**config.mk**
```make
export PLATFORM = sky130hd
export DESIGN_NAME = retire_event_fifo
export DESIGN_NICKNAME = d
export VERILOG_FILES = /design/src/rtl/trace_chk_pkg.sv /design/src/rtl/retire_event_fifo.sv
export SDC_FILE = /design/constraint.sdc
export NUM_CORES = 1
export LEC_CHECK = 0
export BUFFER_PORTS_ARGS = -buffer_cell sky130_fd_sc_hd__buf_2
export CAP_MARGIN = 20
export CELL_PAD_IN_SITES_DETAIL_PLACEMENT = 1
export CELL_PAD_IN_SITES_GLOBAL_PLACEMENT = 2
export CORE_ASPECT_RATIO = 0.9
export CORE_MARGIN = 2
export CORE_UTILIZATION = 48
export CTS_CLUSTER_DIAMETER = 30
export DETAILED_ROUTE_END_ITERATION = 8
export PLACE_DENSITY_LB_ADDON = 0.1
export REMOVE_ABC_BUFFERS = 1
export SYNTH_ARGS = -nofsm -noshare
export SYNTH_HDL_FRONTEND = slang
export SYNTH_SLANG_ARGS = --single-unit
```
**constraint.sdc**
```tcl
create_clock -name clk -period 15.2 [get_ports clk]
set_input_delay 2.28 -clock clk [delete_from_list [all_inputs] [get_ports clk]]
set_output_delay 2.28 -clock clk [all_outputs]
set_load 0.05 [all_outputs]
```
**src/rtl/trace_chk_pkg.sv**
```systemverilog
// Shared definitions for the retire trace checker: golden entry layout,
// fail_field bit positions, FSM encoding and the buffered retire event.
package trace_chk_pkg;

    // Golden entry bit fields (128-bit entry)
    localparam int PC_HI    = 127;
    localparam int PC_LO    = 96;
    localparam int INST_HI  = 95;
    localparam int INST_LO  = 64;
    localparam int WE_BIT   = 63;
    localparam int WADDR_HI = 62;
    localparam int WADDR_LO = 58;
    localparam int END_BIT  = 57;
    localparam int WDATA_HI = 31;
    localparam int WDATA_LO = 0;

    // fail_field bit positions
    localparam int FAIL_PC_BIT   = 0;
    localparam int FAIL_INST_BIT = 1;
    localparam int FAIL_RF_BIT   = 2;

    // Packed retire event width: pc + inst + we + waddr + wdata
    localparam int EVT_W = 102;

    typedef struct packed {
        logic [31:0] pc;
        logic [31:0] inst;
        logic        we;
        logic [4:0]  waddr;
        logic [31:0] wdata;
    } retire_evt_t;

    typedef enum logic [2:0] {
        ST_IDLE    = 3'd0,
        ST_FETCH   = 3'd1,
        ST_COMPARE = 3'd2,
        ST_HALT    = 3'd3,
        ST_DONE    = 3'd4
    } chk_state_t;

    // A write to $0 never changes architectural state, so it counts as no write.
    function automatic logic norm_we(input logic we, input logic [4:0] waddr);
        return we && (waddr != 5'd0);
    endfunction

endpackage

```
**src/rtl/retire_event_fifo.sv**
```systemverilog
// Synchronous FIFO buffering retire events between the CPU and the checker.
// Pushes into a full FIFO and pops from an empty FIFO are ignored; fullness
// is the registered count, so a same-cycle pop never makes room for a push.
module retire_event_fifo
    import trace_chk_pkg::*;
#(
    parameter int  DEPTH = 8,
    localparam int AW    = $clog2(DEPTH),
    localparam int CW    = $clog2(DEPTH) + 1
) (
    input  logic             clk,
    input  logic             reset,
    input  logic             push,
    input  logic             pop,
    input  logic [EVT_W-1:0] din,
    output logic [EVT_W-1:0] dout,
    output logic             full,
    output logic             empty,
    output logic [CW-1:0]    count
);

    logic [EVT_W-1:0] mem_q [DEPTH];
    logic [AW-1:0]    wr_ptr_q, wr_ptr_d;
    logic [AW-1:0]    rd_ptr_q, rd_ptr_d;
    logic [CW-1:0]    count_q, count_d;
    logic             push_ok, pop_ok;

    assign full  = (count_q == CW'(DEPTH));
    assign empty = (count_q == '0);
    assign count = count_q;
    assign dout  = mem_q[rd_ptr_q];

    // Next pointer and occupancy values
    always_comb begin
        push_ok  = push && !full;
        pop_ok   = pop && !empty;
        wr_ptr_d = push_ok ? wr_ptr_q + AW'(1) : wr_ptr_q;
        rd_ptr_d = pop_ok  ? rd_ptr_q + AW'(1) : rd_ptr_q;
        count_d  = count_q + CW'(push_ok) - CW'(pop_ok);
    end

    // Pointer and occupancy registers; reset empties the FIFO
    always_ff @(posedge clk) begin
        if (!reset) begin
            wr_ptr_q <= '0;
            rd_ptr_q <= '0;
            count_q  <= '0;
        end else begin
            wr_ptr_q <= wr_ptr_d;
            rd_ptr_q <= rd_ptr_d;
            count_q  <= count_d;
        end
    end

    // Storage write; contents need no reset since occupancy gates reads
    always_ff @(posedge clk) begin
        if (push_ok) begin
            mem_q[wr_ptr_q] <= din;
        end
    end

endmodule

```
After elaboration in Yosys (flattened, before gate mapping)
Memory sizes are Yosys's and may differ from the RTL's. A register that Yosys moved wholly into a read port is not among the register bits.
Cells that the tools add are included.
W data, S select, Z words.

storage, ports and cells
  register bits after elaboration = 10
  bits in writable memories = 816
  memories = 1

operators by class
  $add $sub $neg = 4
  equality and inequality tests = 1
  multiplexer cells = 4
  reductions and logical operators = 5

memories
  memory  words  bits a word  rd ports  clocked after memory_dff  wr ports  line                     text
  mem_q   8      102          1         1                         1         retire_event_fifo.sv:22  logic [EVT_W-1:0] mem_q [DEPTH];

operator list
  kind                   number
  $add A3 B1 Y3 const B  2
  $mux W3                2
  $add A4 B1 Y4          1
  $eq A4 B4 Y1 const B   1
  $logic_not A4 Y1       1
  $sub A4 B1 Y4          1
  $logic_and A1 B1 Y1    2
  $logic_not A1 Y1       2
  $mux W1                2

Depth between registers and ports, before layout
  word-level depth = 5
  depth in mapped cells = 11
  mapped depth without buffers = 10

Worst setup path after synthesis
Ideal clock, no wire load.

  kind = input to register
  start = input port push
  end = memory mem_q[0][0], enable pin
  arrival = 12.127 ns
  path slack = 2.259 ns
  stages = 2
  path through = nand2_1 nor4_1

on the way
  longest elaborated chain between the ends = 3

ends and longest elaborated chain
  what                           line                     text
  from (decl)                    retire_event_fifo.sv:13  input logic push,
  $logic_and A1 B1 Y1            retire_event_fifo.sv:35  push_ok = push && !full;
  $mux W1                        retire_event_fifo.sv:57  if (push_ok) begin
  $mux W1 (not written as such)  retire_event_fifo.sv:58  mem_q[wr_ptr_q] <= din;
  to (decl)                      retire_event_fifo.sv:22

Every way passes these cells.

==> out/qor.yml <==
status:
  status: "finished clean"
worst_setup_path:
  worstSetupStartpointType: "register"
  worstPathRequired_ps: 12920
  ff2ff_path_depth: 7
  worst_ep_arrival_time_ps: 3880
  crit_type: "register to output port"
  critPathMaxFanout: 62
  crit_path_end_kind: "output port"
grt:
  track_usage_pct: 20.9
  antenna_found_initial: 10
  grt_pass1_wl_um: 102000
  grt_pass1_vias: 16100
  grt.overflow.total: 0
  grt_max_degree: 117
place:
  portBuffers: 213
  dp_cells: 2294
  hpwl_um: 34800
  gp_routability_congestion: 0.701
  placed_cell_area_sq_um: 33400
  pre_cts_slack_ps: 9760
final_layout:
  final_cell_area_sq_um: 38700
  drive_gt1_share_pct: 46.9
  syn_to_final_growth_pct: 23.6
  finalNetCount: 1706
  nFillCells: 5297
  final_core_util_pct: 60.3
  instances_no_fill: 2577
power:
  vdd_ir_drop_max_mv: 0.186
  p_per_area_nw_per_um2: 197
  p_seq_share_pct: 35.7
  p_int_mw: 5.51
  p_comb_share_pct: 18.5
  total_power_mw: 7.65
  swShare_pct: 28.0
  p_clk_share_pct: 45.8
  leakagePower_nw: 12.7
  power_switching_mw: 2.14
clock_network:
  cts_resized: 0
  clockBufferDepth: 3
  cts-htree-levels: 4
  holdBufCountCts: 0
  clk_latency_ps: 700
  numCtsBuffers: 151
  cts_tree: "done"
  cts_sinks: 829
  cts-root-buf: "clkbuf_16"
  path_clk_slew_ps: 50
  postCtsSetupBuffers: 0
sta:
  finalClockSkew_ps: 18.1
  rsz0062_at_grt: "false"
  fin_crit_sh_pct: 40.5
  tns_ps: 0
  timing.slew.headroom_pct: 27.3
  tightest_slew_ps: 1090
  fmax_ghz: 0.162
  setup_viol: 0
  slew_viol_final: 0
  final_hold_viol_count: 0
  setup_ws_ps: 9040
  timing.hold.ws_ps: 503
  min_period_ps: 6160
synthesis:
  ys_ff_latch: 829
  synth_top_flop_cell: "edfxtp_1"
  synth.distinct_cells: 29
  ys_top_cells_by_count: "edfxtp_1 (816), mux4_2 (204), mux2_2 (102)"
  avgSynthCellArea_sq_um: 24.9
  synthArstFlopShare_pct: 0
  ys_seq_area_share_pct: 79.0
  syn_area_sq_um: 31300
  synth_top_area_cell: "edfxtp_1"
  yosys_warnings: 0
  ys_top_cells_by_area: "edfxtp_1 (78%), mux4_2 (15%), mux2_2 (3.7%)"
  netlist_instances: 1258
  synth.most_common_cell: "edfxtp_1"
  netlist.area_leader.share_pct: 78.2
  synth-edff-count: 816
floorplanning:
  die_h_um: 246
  dieArea_sq_um: 67300
  die_x_um: 273
  core_area_sq_um: 64300
  io-pin-count: 214
  initial_core_util_pct: 48.7
  fp-row-count: 88
route:
  drt.antenna.violating_nets: 0
  finalWirelength_um: 67300
  vias: 14100
  viasPerCell: 5.48
  drt_iter0_markers: 1042
  routedWlPerCell_um: 26.1
  drcViolationCount: 0
  drtPass1Iterations: 4
job:
  maxCapViolCount: 0
worst_hold_path:
  hp-class: "register to register"
  holdPathStages: 2
## critical path: stages (launching register included)
cell and delay [ps]:
dfxtp_4 470, buf_4 760, buf_4 850, mux4_2 440, mux2_2 310, buf_2 220
## registers in the layout, indices dropped and copies added (netlist names), named ones only
register and flops:
mem_q 816, wr_ptr_q 3, rd_ptr_q 3, count 4
## layout by cell type (no fill, tap or decap), types with 4 or more instances in the layout
master and instances:
clkinv_1 17, nand2_1 12, buf_4 26, dfxtp_1 10, inv_6 18, clkbuf_16 156, clkbuf_1 15, buf_2 213
mux2_2 102, bufinv_16 28, clkinv_2 20, inv_1 5, mux2i_1 7, clkinvlp_4 12, nand2b_1 5, nor3_2 4
clkinv_4 10, ha_1 7, edfxtp_1 816, mux4_2 204
## power groups by stage
stage	clock network, mW	registers, mW	logic [mW]
after detailed placement	0	2.78	1.44
after global routing	3.67	2.75	1.49
after floorplan	0	2.87	1.08
final	3.50	2.73	1.41
after CTS	3.57	2.74	1.44
after global placement	0	2.77	1.43
## logic make-up after synthesis
family	after synthesis	share of synthesized area, %
AOI/OAI and AO/OA	7	0.144
xor gates and xnor gates	2	0.0559
adders and majority gates	8	0.343
buffers and inverters	64	1.31
DFF	829	79.0
muxes	313	18.5
and+or+nand+nor	35	0.571
## routing by layer
layer	up-vias	GRT usage [%]	wire, um
met5	-	0	105
met4	14	6.81	1180
met3	110	5.75	3990
met2	345	33.5	33600
met1	7532	27.8	28400
li1	6124	-	-
## final timing paths
check,startpoint,end,slack [ps]
max,register,dout[84],9040
min,rd_ptr_q[1]$_SDFFE_PN0P_,rd_ptr_q[1]$_SDFFE_PN0P_,500
max reg2reg,count[2]$_SDFF_PN0_,mem_q[6][50]$_DFFE_PP_,11490
min reg2reg,rd_ptr_q[1]$_SDFFE_PN0P_,rd_ptr_q[1]$_SDFFE_PN0P_,500
## area by class of cell
| cell class | count | area (sq um) | area share [%] |
|---|---|---|---|
| repair buffers | 240 | 1280 | 3.31 |
| clock inverters | 109 | 1410 | 3.63 |
| well taps | 855 | 1070 | 2.76 |
| inverters | 5 | 18.8 | 0.0484 |
| clock buffers | 172 | 3970 | 10.3 |
| flip-flops and latches | 829 | 24800 | 63.9 |
| multi-input cells | 365 | 6210 | 16.0 |
| diodes | 2 | 5.00 | 0.0129 |
(Power assumes the default switching activity.)
